--- src/rtl/seg_scan_pkg.sv ---
// Shared constants and timing helpers for the 4-digit segment scan driver.
package seg_scan_pkg;

    localparam logic [6:0] SEG_BLANK = 7'h7F;
    localparam logic [3:0] AN_OFF    = 4'hF;

    localparam logic [1:0] ST_IDLE  = 2'd0;
    localparam logic [1:0] ST_BLANK = 2'd1;
    localparam logic [1:0] ST_ON    = 2'd2;
    localparam logic [1:0] ST_OFF   = 2'd3;

    function automatic int slot_cycles(input int clk_hz, input int scan_hz);
        return clk_hz / (scan_hz * 4);
    endfunction

    // Active window after blanking is split into 8 brightness steps.
    function automatic int sub_cycles(input int slot_cyc, input int blank_cyc);
        return (slot_cyc - blank_cyc) / 8;
    endfunction

endpackage

--- src/rtl/scan_slot_timer.sv ---
// Slot counter for the scan driver: cycle-in-slot, selected digit, frame tick and
// an end-of-slot strobe (high in the last cycle, so the next cycle starts a new slot).
module scan_slot_timer
    import seg_scan_pkg::*;
#(
    parameter int SLOT_CYC = 20,
    parameter int SC_W     = 5
) (
    input  logic            i_clk,
    input  logic            i_rst_n,
    input  logic            i_run,
    output logic [SC_W-1:0] o_sc,
    output logic [1:0]      o_digit_idx,
    output logic            o_frame_tick,
    output logic            o_slot_end
);

    localparam logic [SC_W-1:0] SC_LAST = SC_W'(SLOT_CYC - 1);

    logic [SC_W-1:0] r_sc;
    logic [1:0]      r_digit;
    logic            r_tick;
    logic            w_last;

    assign w_last = (r_sc == SC_LAST);

    always_ff @(posedge i_clk or negedge i_rst_n) begin
        if (!i_rst_n) begin
            r_sc    <= '0;
            r_digit <= 2'd0;
            r_tick  <= 1'b0;
        end else if (!i_run) begin
            r_sc    <= '0;
            r_digit <= 2'd0;
            r_tick  <= 1'b0;
        end else if (w_last) begin
            r_sc    <= '0;
            r_digit <= r_digit + 2'd1;
            r_tick  <= (r_digit == 2'd3);
        end else begin
            r_sc    <= r_sc + 1'b1;
            r_tick  <= 1'b0;
        end
    end

    assign o_sc         = r_sc;
    assign o_digit_idx  = r_digit;
    assign o_frame_tick = r_tick;
    assign o_slot_end   = i_run & w_last;

endmodule

--- src/rtl/seg_scan_driver.sv ---
// Time-multiplexes four active-low 7-segment patterns onto a common-anode display with
// anti-ghost blanking, 8-level PWM and a frame tick. Macro SEG_SCAN_FRAME_LATCH_EN: frame-coherent snapshot.
module seg_scan_driver
    import seg_scan_pkg::*;
#(
    parameter int CLK_HZ    = 50_000_000,
    parameter int SCAN_HZ   = 500,
    parameter int BLANK_CYC = 1000
) (
    input  logic       i_clk,
    input  logic       i_rst_n,
    input  logic       i_enable,
    input  logic [6:0] i_d0,
    input  logic [6:0] i_d1,
    input  logic [6:0] i_d2,
    input  logic [6:0] i_d3,
    input  logic [3:0] i_dp_in,
    input  logic [2:0] i_brightness,
    output logic [6:0] o_seg_n,
    output logic       o_dp_n,
    output logic [3:0] o_an_n,
    output logic [1:0] o_digit_idx,
    output logic       o_frame_tick
);

    localparam int SLOT_CYC = slot_cycles(CLK_HZ, SCAN_HZ);
    localparam int SUB_CYC  = sub_cycles(SLOT_CYC, BLANK_CYC);
    localparam int SC_W     = (SLOT_CYC > 1) ? $clog2(SLOT_CYC) : 1;
    localparam logic [SC_W-1:0] BLANK_LAST = SC_W'(BLANK_CYC - 1);

    // Snapshot is taken on the edge entering a slot, so at least one blank cycle is needed.
    generate
        if (SUB_CYC < 1 || BLANK_CYC < 1) begin : g_bad_cfg
            $error("seg_scan_driver: SUB_CYC must be >= 1 and BLANK_CYC >= 1");
        end
    endgenerate

    logic [1:0]      r_state;
    logic [1:0]      w_state_nxt;
    logic [6:0]      r_seg_n;
    logic            r_dp_n;
    logic [3:0]      r_an_n;
    logic [SC_W-1:0] w_sc;
    logic [1:0]      w_digit;
    logic            w_slot_end;
    logic            w_run;
    logic            w_start;
    logic [1:0]      w_start_dig;
    logic [6:0]      w_pat;
    logic            w_dp;
    logic [2:0]      w_bright;
    logic [31:0]     w_on_last;

    assign w_run = i_enable & (r_state != ST_IDLE);

    scan_slot_timer #(
        .SLOT_CYC (SLOT_CYC),
        .SC_W     (SC_W)
    ) u_timer (
        .i_clk        (i_clk),
        .i_rst_n      (i_rst_n),
        .i_run        (w_run),
        .o_sc         (w_sc),
        .o_digit_idx  (w_digit),
        .o_frame_tick (o_frame_tick),
        .o_slot_end   (w_slot_end)
    );

    assign w_start     = i_enable & ((r_state == ST_IDLE) | w_slot_end);
    assign w_start_dig = (r_state == ST_IDLE) ? 2'd0 : (w_digit + 2'd1);

`ifdef SEG_SCAN_FRAME_LATCH_EN
    logic [3:0][6:0] r_frame_d;
    logic [3:0]      r_frame_dp;
    logic [2:0]      r_frame_b;

    always_ff @(posedge i_clk or negedge i_rst_n) begin
        if (!i_rst_n) begin
            r_frame_d  <= {4{SEG_BLANK}};
            r_frame_dp <= 4'h0;
            r_frame_b  <= 3'd0;
        end else if (w_start && (w_start_dig == 2'd0)) begin
            r_frame_d  <= {i_d3, i_d2, i_d1, i_d0};
            r_frame_dp <= i_dp_in;
            r_frame_b  <= i_brightness;
        end
    end

    assign w_pat    = r_frame_d[w_digit];
    assign w_dp     = r_frame_dp[w_digit];
    assign w_bright = r_frame_b;
`else
    logic [6:0] r_pat_snap;
    logic       r_dp_snap;
    logic [2:0] r_bright_snap;
    logic [6:0] w_pat_sel;

    always_comb begin
        w_pat_sel = i_d0;
        case (w_start_dig)
            2'd1:    w_pat_sel = i_d1;
            2'd2:    w_pat_sel = i_d2;
            2'd3:    w_pat_sel = i_d3;
            default: w_pat_sel = i_d0;
        endcase
    end

    always_ff @(posedge i_clk or negedge i_rst_n) begin
        if (!i_rst_n) begin
            r_pat_snap    <= SEG_BLANK;
            r_dp_snap     <= 1'b0;
            r_bright_snap <= 3'd0;
        end else if (w_start) begin
            r_pat_snap    <= w_pat_sel;
            r_dp_snap     <= i_dp_in[w_start_dig];
            r_bright_snap <= i_brightness;
        end
    end

    assign w_pat    = r_pat_snap;
    assign w_dp     = r_dp_snap;
    assign w_bright = r_bright_snap;
`endif

    // Last sc value of the lit window for the current slot's brightness.
    assign w_on_last = 32'(BLANK_CYC) + (32'(w_bright) + 32'd1) * 32'(SUB_CYC) - 32'd1;

    always_comb begin
        w_state_nxt = r_state;
        case (r_state)
            ST_IDLE:  if (i_enable) w_state_nxt = ST_BLANK;
            ST_BLANK: if (w_sc == BLANK_LAST) w_state_nxt = ST_ON;
            ST_ON: begin
                if (w_slot_end)                  w_state_nxt = ST_BLANK;
                else if (32'(w_sc) == w_on_last) w_state_nxt = ST_OFF;
            end
            ST_OFF:   if (w_slot_end) w_state_nxt = ST_BLANK;
            default:  w_state_nxt = ST_IDLE;
        endcase
        if (!i_enable) w_state_nxt = ST_IDLE;
    end

    // Outputs are decoded from the next state so they line up with r_state.
    always_ff @(posedge i_clk or negedge i_rst_n) begin
        if (!i_rst_n) begin
            r_state <= ST_IDLE;
            r_an_n  <= AN_OFF;
            r_seg_n <= SEG_BLANK;
            r_dp_n  <= 1'b1;
        end else begin
            r_state <= w_state_nxt;
            if (w_state_nxt == ST_ON) begin
                r_an_n  <= ~(4'b0001 << w_digit);
                r_seg_n <= w_pat;
                r_dp_n  <= ~w_dp;
            end else begin
                r_an_n  <= AN_OFF;
                r_seg_n <= SEG_BLANK;
                r_dp_n  <= 1'b1;
            end
        end
    end

    assign o_seg_n     = r_seg_n;
    assign o_dp_n      = r_dp_n;
    assign o_an_n      = r_an_n;
    assign o_digit_idx = w_digit;

endmodule
--- config.mk ---
export PLATFORM = sky130hd
export DESIGN_NAME = seg_scan_driver
export DESIGN_NICKNAME = d
export VERILOG_FILES = /design/src/rtl/seg_scan_pkg.sv /design/src/rtl/scan_slot_timer.sv /design/src/rtl/seg_scan_driver.sv
export SDC_FILE = /design/constraint.sdc
export NUM_CORES = 1
export LEC_CHECK = 0
export BUFFER_PORTS_ARGS = -buffer_cell sky130_fd_sc_hd__buf_2
export CAP_MARGIN = 20
export CORE_MARGIN = 1.5
export CORE_UTILIZATION = 45
export CTS_CLUSTER_DIAMETER = 60
export CTS_CLUSTER_SIZE = 12
export DETAILED_ROUTE_END_ITERATION = 6
export GPL_ROUTABILITY_DRIVEN = 0
export PLACE_DENSITY = 0.68
export SETUP_SLACK_MARGIN = 0.1
export SYNTH_ARGS = -nofsm -noshare
export SYNTH_HDL_FRONTEND = slang
export SYNTH_HIERARCHICAL = 1
export SYNTH_SLANG_ARGS = --single-unit
--- constraint.sdc ---
create_clock -name i_clk -period 4.2 [get_ports i_clk]
set_input_delay 0 -clock i_clk [delete_from_list [all_inputs] [get_ports i_clk]]
set_output_delay 0 -clock i_clk [all_outputs]
set_load 0.02 [all_outputs]
Word level (Yosys, flattened, before mapping) --
Cells that the tools add are included.
Cells by class: equal/unequal tests 12, reduce and logical (&&, ||, !) cells 2, multipliers 1, $lt $le $gt $ge 1, shifts and indexed selects 1, mux-type cells 19, bitwise operators 6, add/sub/neg operators 5
Operator list (count):
- $eq 15x32->1 | 1
- $mux 15 | 2
- $pmux 7 s3 | 1
- $sub 17x1->18 const B | 1
- $add 10x16->17 const A | 1
- $mux 2 | 8
- $add 15x1->15 const B | 1
- $eq 15x10->1 const B | 1
- $eq 15x15->1 const B | 1
- $mul 4x9->13 const B | 1
- $eq 2x2->1 const B | 6
- $pmux 2 s4 | 1
- $mux 7 | 1
- $add 3x1->4 const B | 1
- $eq 2x1->1 const B | 2
- $mux 1 | 4
- $mux 4 | 1
- $not 4->4 | 1
- $shl 1x2->4 const A | 1
- $and 1x1->1 | 3
- $lt 2x3->1 const B | 1
- $add 2x1->2 const B | 1
- $bmux 1 s2 | 1
- $logic_not 2->1 | 1
- 4 further kinds | 4
Storage, ports and cells: output and inout bits 15, register bits after elaboration 43, input port bits 38

Longest topological paths before layout --
Gate-level depths: netlist (run 1).
depth after elaboration 11, depth in mapped cells 17

By module --
Netlist (run 1), hierarchy kept.
Modules (own cells, without submodules):
- seg_scan_driver | times used 1, area each 2562.5 um^2, cells each 270
- scan_slot_timer | times used 1, area each 967.2 um^2, cells each 87

Worst setup path after synthesis (run 1) --
OpenSTA, ideal clock, no wires.
path kind register to register, start register r_bright_snap[0], end register r_an_n[0] (netlist: o_an_n[0]), required time 4.131 ns, path slack -0.224 ns, arrival time 4.355 ns, period minus slack after synthesis 4.424 ns, stages on the path, launching flop included 17, path through dfrtp_1 -> inv_1 -> ha_1 -> inv_1 -> ha_1 -> or2_2 -> fa_1 -> ha_1 -> a211o_4 -> a21o_4 -> xor2_1 -> nand3_1 -> or4_1 -> a31oi_2 -> o32ai_2 -> buf_6 -> o21ai_2
On the way: cells in the longest elaborated chain, start to end 11
Ends and longest elaborated chain:
- start: declaration | line seg_scan_driver.sv:95 | logic [2:0] r_bright_snap;
- start signal: assignment | line seg_scan_driver.sv:116 | r_bright_snap <= i_brightness;
- $add 3x1->4 | line seg_scan_driver.sv:126 | assign w_on_last = 32'(BLANK_CYC) + (32'(w_bright) + 32'd1) * 32'(SUB_CYC) - 32'd1;
- $mul 4x9->13 | line seg_scan_driver.sv:126
- $add 10x16->17 | line seg_scan_driver.sv:126
- $sub 17x1->18 | line seg_scan_driver.sv:126
- $eq 15x32->1 | line seg_scan_driver.sv:135 | else if (32'(w_sc) == w_on_last) w_state_nxt = ST_OFF;
- $mux 2 | line seg_scan_driver.sv:135
- $mux 2 | line seg_scan_driver.sv:134 | if (w_slot_end) w_state_nxt = ST_BLANK;
- $pmux 2 s4 | line seg_scan_driver.sv:130 | case (r_state)
- $mux 2 | line seg_scan_driver.sv:140 | if (!i_enable) w_state_nxt = ST_IDLE;
- $eq 2x2->1 | line seg_scan_driver.sv:152 | if (w_state_nxt == ST_ON) begin
- $mux 4 | line seg_scan_driver.sv:152
- end signal: assignment | line seg_scan_driver.sv:153 | r_an_n <= ~(4'b0001 << w_digit);
- end: declaration | line seg_scan_driver.sv:42 | logic [3:0] r_an_n;
Every way passes these cells. A chain may end at the register's enable or synchronous reset.

Final worst setup path (run 1) --
start register r_bright_snap[0], end register r_an_n[2] (netlist: o_an_n[2])
The elaborated chain is that of the path after synthesis.

==> impl.org, run 1 <==
** Floorplanning
- Initial Util :: 46.2%
- The floorplan step set the die height to 91.6 µm.
- Standard-cell rows :: 32
- DIE WIDTH :: 91.6 µm
- The floorplan step defined a die boundary enclosing 0.00838 mm².
- Io pins :: 53
- The core region is 0.00765 mm².

** Detailed routing
- DRT met1 WL :: 4880 µm
- Wire segments on met3 add up to 272 µm in the final route.
- The routed design has 11000 µm of wire.
- In the routed layout, each cell is associated on average with a via count of 5.63.
- In the final routed layout, each cell accounts on average for 18.7 µm.
- For this block, the via count after detailed routing is 3317.
- Routed wire length on met2 :: 5600 µm
- The first routing iteration left 247 violations.
- Final ANT Viol Nets :: 0
- DRC violation count after routing :: 0
- Highest metal layer with signal wires :: met4
- The first detailed-routing pass took 4 iterations.

** Global routing
- Entering global routing, the biggest net connects 44 pins.
- The first global-routing pass estimated 16600 µm of wire.
- Number of global-route vias before repair :: 3334
- Global-route total usage across every layer :: 25.1%
- The number of antenna violations at the first check in global routing is 0.
- Total global routing overflow :: 0

** Critical path
- CP max stage delay :: 500 ps
- Setup slack of the most critical reg-to-reg path :: -250 ps
- Kind of end point of the critical path :: flop
- The worst setup path is of the flop to flop kind.
- The worst register-to-register path begins at r_bright_snap[0].
- Startpoint of the most critical setup path :: r_bright_snap[0]
- Biggest fanout along the worst timing path :: 6
- Slowest cell on the critical path :: sky130_fd_sc_hd__or4_4
- Walking the worst path, the cells encountered are buf_4, buf_4, and3_2, nand2_1, inv_1, nor2_2, fa_1, ha_4, buf_4, o21a_2, a21o_4, buf_12, xor2_4, nand3_4, or4_4, a31oi_4, buf_6, o32ai_4, buf_12, o21ai_2.
- Crit path launch type :: flop
- Critical Path Most Common Cell :: sky130_fd_sc_hd__buf_4
- Crit path DAT :: 4680 ps
- Measured in cells, the most critical reg-to-reg path has a length of 20.
- Crit path capture :: o_an_n[2]
- Critical Path RT :: 4430 ps
- In this run the critical register-to-register path is captured at o_an_n[2].

** Synth
- Synthesis produced 357 cells.
- The number of nets in the synthesized netlist is 423.
- Yosys printed 6 warnings.
- Flops & latches, synth :: 43
- Sequential cells were found to cover 31.2% of the synthesized design area.
- Synthesized area :: 0.00353 mm²
- After synthesis, the share of flip-flops with an asynchronous set or reset is 100%.
- Yosys mapped a number of flops with a built-in enable equal to 0.
- Ys flop type :: sky130_fd_sc_hd__dfrtp_1
- Library cells used by synthesis :: 70
- Mean post-synth cell area :: 9.89 µm²

** Clocking
- The cell sitting at the root of the clock tree is a sky130_fd_sc_hd__clkbuf_8.
- Number of CTS-inserted buffers :: 5
- CTS tree :: yes
- Counting along the longest clock path gives a buffer depth of 2.
- The H-tree was split into 2 levels.
- Sinks on Clock Net :: 43
- At the later pin of the worst-skew pair, clock insertion delay measures 300 ps.
- Clock input transition at the sequential cells of the worst setup and hold paths :: 90 ps

** STA
- Clock skew on the completed layout was measured at 11.7 ps.
- Setup violations remaining at the end of the flow were counted as 13.
- Final Hold Viols :: 0
- Based on the critical path, the design can be clocked at up to 0.225 GHz.
- Worst-Margin Slew :: 958 ps
- Max-slew violation total from the final report :: 0
- RSZ-0062 raised after global routing :: yes
- Final cycle utilization of the critical path :: 106%
- Final hold analysis gives a worst-case slack of 34.1 ps.
- Setup slack on the critical path of the routed design comes to -248 ps.
- Worst relative slew slack :: 36.1%
- Min cycle time layout :: 4450 ps

** Power
- Power density relative to cell area :: 768 mW/mm²
- Maximum VDD drop :: 0.000411 V
- The design draws 3.94 mW.
- In this run the static leakage power is 2.11 nW.

** Cells and area
- Most common library cell in the layout ignoring fill and taps :: sky130_fd_sc_hd__buf_4
- After the last flow step, the layout net total stands at 552.
- Area growth from synthesis to final layout :: 45.4%
- Share of post-route cells with drive strength above 1 :: 51.5%
- Most frequent cells in the layout :: 59 x sky130_fd_sc_hd__buf_4, 52 x sky130_fd_sc_hd__buf_2, 23 x sky130_fd_sc_hd__nand2_1
- 0 antenna diodes ended up in the layout.
- Leaving out filler cells and counting taps, the final layout contains 589.

** Place
- DP Cell Count :: 551
- Buffers placed on the I/O ports in this run total 52.
- Place WS :: -527 ps
- HPWL Detailed :: 6820 µm

** Status
- The flow ran to the end, but the final reports show violations.
- Violations in the final reports :: negative setup slack

** Run
- The tool flagged a number of max-cap violations equal to 0.

** Worst hold path
- The min-delay analysis places its worst path in the category primary input to flop.
==> timing repair <==
| item | CTS | global route |
|---|---|---|
| gates cloned | 2 | 0 |
| pin swaps | 40 | 8 |
| buffers inserted | 18 | 5 |
| gates resized for setup | 39 | 18 |
| hold buffers | 6 | 0 |
| endpoints found under the hold margin | 29 | 0 |
| setup endpoints to repair | 13 | 13 |
==> logic make-up (layout without fill, tap and decap cells) <==
kind of cell	count (synthesis)	in the layout	synth area share, %
DFF	43	43	31.2
xor gates and xnor gates	32	32	8.33
muxes	13	13	3.79
buffers and inverters	25	154	3.97
and+or+nand+nor	129	129	21.9
adders and majority gates	28	28	10.8
AOI/OAI and AO/OA	87	88	20.1
==> worst max-delay path: cells and delay by family, from the launching register on <==
family	cells	cell delay (ps)
xor gates and xnor gates	1	220
buffers and inverters	7	980
and+or+nand+nor	5	1110
AOI/OAI and AO/OA	5	930
DFF	1	470
adders and majority gates	2	660
==> flip-flops by register name, summed over array words and instances, names as in the netlist <==
name and count:
r_dp_snap 1, u_timer/o_sc 15, o_dp_n 1, r_pat_snap 7, r_state 2, o_an_n 4, u_timer/o_frame_tick 1, u_timer/o_digit_idx 2
o_seg_n 7, r_bright_snap 3
==> cell usage after synthesis, drive strengths merged, types with 3 or more instances <==
library cell	instances	share of area, %
a211o	3	1.0
dfrtp	24	17
a22oi	4	0.85
inv	14	1.5
nand4	4	1.1
mux2i	10	2.8
nor2	33	4.2
a21o	3	0.92
o21bai	7	2.2
nor3	9	1.3
and3	7	1.5
a211oi	7	1.8
mux2	3	0.96
a311oi	3	0.74
fa	4	2.3
dfstp	19	14
nor4	10	2.9
o221ai	5	2.4
nor4bb	3	0.85
a21oi	20	2.9
o21a	3	0.67
or2	4	0.71
xnor2	21	5.2
nand2	25	2.7
a31oi	4	0.89
ha	24	8.5
nand3	17	2.4
and2	4	0.78
buf	5	1.8
clkbuf	6	0.64
xor2	10	2.5
o21ai	21	3.3
==> worst min-delay path by stage <==
| stage | depth (start not counted) | startpoint | endpoint | slack [ps] |
|---|---|---|---|---|
| floorplan | 0 | i_rst_n | r_bright_snap[0] | -300 |
| global placement | 1 | i_rst_n | r_bright_snap[2] | 190 |
| detailed placement | 1 | i_rst_n | r_bright_snap[1] | 190 |
| CTS | 3 | i_d0[3] | r_pat_snap[3] | 30 |
| global route | 3 | i_d0[3] | r_pat_snap[3] | 80 |
| finish | 3 | i_d0[3] | r_pat_snap[3] | 30 |
==> through the flow <==
stage / instance area (µm²) / util [%] / TNS (ps)
3_5_place_dp: 4330 / 56.6 / -5860
5_1_grt: 5130 / 67.1 / -4290
3_3_place_gp: 4330 / 56.6 / -3770
6_report: 5130 / 67.1 / -2420
2_1_floorplan: 3630 / - / 0
4_1_cts: 4970 / 65.0 / -769
==> report_power, final <==
part | internal, mW | switching, mW
clock network | 0.190 | 0.149
logic | 1.62 | 1.52
registers | 0.439 | 0.0212
total | 2.25 | 1.69
==> per-layer routing <==
| layer | vias to the layer above | GRT usage [%] |
|---|---|---|
| met5 | - | 0 |
| met4 | 0 | 7.29 |
| met3 | 21 | 3.43 |
| met2 | 60 | 42.2 |
| met1 | 1669 | 33.6 |
| li1 | 1567 | - |
==> area by class of cell <==
cell class	count	area, µm²
clock buffers	7	119
clock inverters	1	6.26
fillers	555	2510
inverters	14	60.1
multi-input cells	290	2730
flip-flops and latches	43	1100
well taps	102	128
repair buffers	132	992
No activity file was read; power rests on OpenSTA's default activity.
==> inputs of run 2 (changes only) <==
Settings changed: CORE_MARGIN 1.5 to 3, HOLD_SLACK_MARGIN set to 0.08.
==> run 2 against run 1 <==
Compared with the run above: the run still ends with negative setup slack left; cell area down 1.2%; non-clock buffer count up 8; wire length down 6.2%; critical path depth down 3; flip-flop and latch count unchanged; power down 4.4%; global-route usage down 2.1 points; hold slack better by 100 ps; combinational power down 6%; clock-buffer cell count down 1; fmax up 3.8%.
==> impl.org, run 2 (synthesis gave the netlist of run 1 again) <==
** Cells and area
- Fillers :: 552 (was 555)
- Most frequent cells in the layout: 73 x sky130_fd_sc_hd__buf_4, 52 x sky130_fd_sc_hd__buf_2, 23 x sky130_fd_sc_hd__nand2_1 (was 59 x sky130_fd_sc_hd__buf_4, 52 x sky130_fd_sc_hd__buf_2, 23 x sky130_fd_sc_hd__nand2_1).
- The combined area of the multi-input logic cells is 0.00269 mm² (was 0.00273 mm²).
- Post-layout utilization of the core :: 68.1% (was 67.1%)
- Final net count :: 561 (was 552)
- The signed area change from the synthesized netlist to the final layout came to 43.6% (was 45.4%).
- The register cell area after layout came to 0.00110 mm² (unchanged).
- The number of flip-flops under the largest register name came to 15 (unchanged).
- Most common library cell in the layout ignoring fill and taps :: sky130_fd_sc_hd__buf_4 (unchanged)
- The fraction of layout cells with a size suffix above 1 came to 51.0% (was 51.5%).

** Critical path
- Crit path launch type :: flop (unchanged)
- The endpoint arrival time on the critical path was 4520 ps (was 4680 ps).
- Kind of end point of the critical path :: flop (unchanged)
- The worst-path maximum fanout is 5 (was 6).
- Critical Path RT :: 4440 ps (was 4430 ps)
- Path type of the worst setup path :: flop to flop (unchanged)

** Detailed routing
- Detailed-routed wire length on met3 :: 310 µm (was 272 µm)
- Number of vias per cell :: 5.56 (was 5.63)
- Final ANT Viol Nets :: 0 (unchanged)
- The DRC marker count from the first detailed-route iteration is 203 (was 247).
- The routed length on met1 is 4360 µm (was 4880 µm).
- TritonRoute pass-1 iters :: 4 (unchanged)
- The detailed-route via count is 3312 (was 3317).
- Wirelength, routed :: 10300 µm (was 11000 µm)
- The met2 wire length is 5460 µm (was 5600 µm).
- DRC violation count after routing :: 0 (unchanged)
- Routed wire length per instance :: 17.3 µm (was 18.7 µm)
- The highest routed metal layer is met4 (unchanged).

** Power
- The total power was 3.77 mW (was 3.94 mW).
- The largest vdd supply drop was 0.000387 V (was 0.000411 V).
- The power density over cell area came to 743 mW/mm² (was 768 mW/mm²).
- The leakage component of the power was 2.11 nW (about the same).

** Place
- The number of port buffers came to 52 (unchanged).
- The post-DP HPWL was 6920 µm (was 6820 µm).
- Place WS :: -456 ps (was -527 ps)

** Status
- Violations in the final reports: negative setup slack (unchanged).
- Result of the run: finished with violations (unchanged).

** STA
- Final worst hold slack :: 139 ps (was 34.1 ps)
- The slew at the pin closest to its max-slew limit came to 955 ps (was 958 ps).
- The smallest setup slack after layout came to -84.0 ps (was -248 ps).
- The period utilization came to 102% (was 106%).
- Final setup TNS :: -798 ps (was -2420 ps)
- The count of pins over their slew limit came to 0 (unchanged).
- The number of failing hold endpoints at the final stage is 0 (unchanged).
- Fmax achieved :: 0.233 GHz (was 0.225 GHz)
- Worst relative slew slack :: 36.3% (was 36.1%)
- The final setup skew is 6.88 ps (was 11.7 ps).
- Final setup violation count :: 12 (was 13)
- RSZ-0062 raised after global routing :: yes (unchanged)
- Min cycle time layout :: 4280 ps (was 4450 ps)

** Floorplanning
- The initial core utilization came to 47.4% (was 46.2%).
- The full die area is 0.00894 mm² (was 0.00838 mm²).
- DIE WIDTH :: 94.6 µm (was 91.6 µm)
- Core ar. :: 0.00745 mm² (was 0.00765 mm²)
- Die Height :: 94.6 µm (was 91.6 µm)
- Io pins :: 53 (unchanged)
- Standard-cell rows :: 31 (was 32)

** Clocking
- The clock-pin transition on the worst setup and hold timing paths was 90 ps (about the same).
- Number of CTS-inserted buffers :: 5 (unchanged)
- The number of H-tree levels was 2 (unchanged).
- Sinks on Clock Net :: 43 (unchanged)
- The clock latency of the later-clocked register in the worst-skew pair was 300 ps (about the same).
- CTS tree :: yes (unchanged)
- The root buffer selected by CTS was sky130_fd_sc_hd__clkbuf_8 (unchanged).
- Number of buffers between clock root and the deepest sink :: 2 (unchanged)

** Global routing
- The overall routing resource usage was 23.0% (was 25.1%).
- The number of antenna violations at the first check in global routing was 0 (unchanged).
- The residual overflow from global routing came to 0 (unchanged).
- Number of global-route vias before repair :: 3283 (was 3334)
- Pin count of the biggest net entering global routing :: 44 (unchanged)
- Wire length of the first global-routing pass :: 16200 µm (was 16600 µm)

** Run
- Total of max-cap violations :: 0 (unchanged)

** Worst hold path
- Hold/Removal Path Class :: primary input to flop (unchanged)
[run 2: cell count changes in the layout (fill, tap and decap cells not counted), sizes merged]
| cell | before | now |
|---|---|---|
| clkbuf | 7 | 6 |
| buf | 126 | 129 |
| diode | 0 | 1 |
| dlygate4sd3 | 6 | 11 |
| bufinv | 0 | 1 |
| a21oi | 20 | 21 |
[run 2: cell type report]
class                           instances  area share [%]
Inverter                               14            1.14
Clock inverter                          2           0.716
Clock buffer                            6            1.85
Timing Repair Buffer                  140            19.0
Antenna cell                            1          0.0494
Tap cell                               99            2.44
Sequential cell                        43            21.7
Multi-Input combinational cell        291            53.1
[run 2: path summary, 6_finish.rpt]
| check | end | slack [ps] | cells after the start | startpoint |
|---|---|---|---|---|
| min in group asynchronous | r_bright_snap[2] | 380 | 2 | i_rst_n |
| max | o_seg_n[1] | -80 | 17 | r_bright_snap[0] |
| min reg2reg | o_dp_n | 430 | 1 | r_dp_snap |
| min | r_dp_snap | 140 | 3 | i_dp_in[0] |
| max reg2reg | o_seg_n[1] | -80 | 17 | r_bright_snap[0] |
| max in group asynchronous | r_bright_snap[0] | 3180 | 2 | i_rst_n |
[run 2: where the power goes]
| group | internal [mW] | total (mW) | switching [mW] | leakage, nW |
|---|---|---|---|---|
| combinational | 1.50 | 2.95 | 1.44 | 1.52 |
| sequential | 0.439 | 0.459 | 0.0198 | 0.521 |
| clock | 0.214 | 0.365 | 0.151 | 0.0669 |
[run 2: layer usage]
layer	vias up	track usage [%]
met3	19	3.67
li1	1588	-
met2	61	40.5
met4	0	5.89
met1	1644	29.4
met5	-	0
[run 2: what timing repair did]
item,CTS,global route
setup buffers,11,8
resized for setup,30,15
cloned,2,0
endpoints found under the setup margin,13,13
hold endpoints to repair,34,0
pin swaps,29,14
hold buffers,11,0
[run 2: critical path, cell delays in order, from the launching register on]
cell and delay (ps):
sky130_fd_sc_hd__dfrtp_2 460, sky130_fd_sc_hd__inv_4 60, sky130_fd_sc_hd__ha_4 290, sky130_fd_sc_hd__inv_4 60, sky130_fd_sc_hd__ha_4 150, sky130_fd_sc_hd__or2_4 220, sky130_fd_sc_hd__fa_1 550, sky130_fd_sc_hd__ha_4 220
sky130_fd_sc_hd__a211o_4 350, sky130_fd_sc_hd__a21o_4 270, sky130_fd_sc_hd__xor2_4 200, sky130_fd_sc_hd__nand3_2 130, sky130_fd_sc_hd__or4_4 550, sky130_fd_sc_hd__a31oi_4 180, sky130_fd_sc_hd__buf_6 150, sky130_fd_sc_hd__o32ai_4 100
sky130_fd_sc_hd__buf_6 170, sky130_fd_sc_hd__o21bai_2 110
[run 2: through the flow]
step	cell area [µm²]	cells
3_3_place_gp	4360	555
2_1_floorplan	3630	357
5_1_grt	5070	595
3_5_place_dp	4360	555
6_report	5070	596
4_1_cts	4910	587
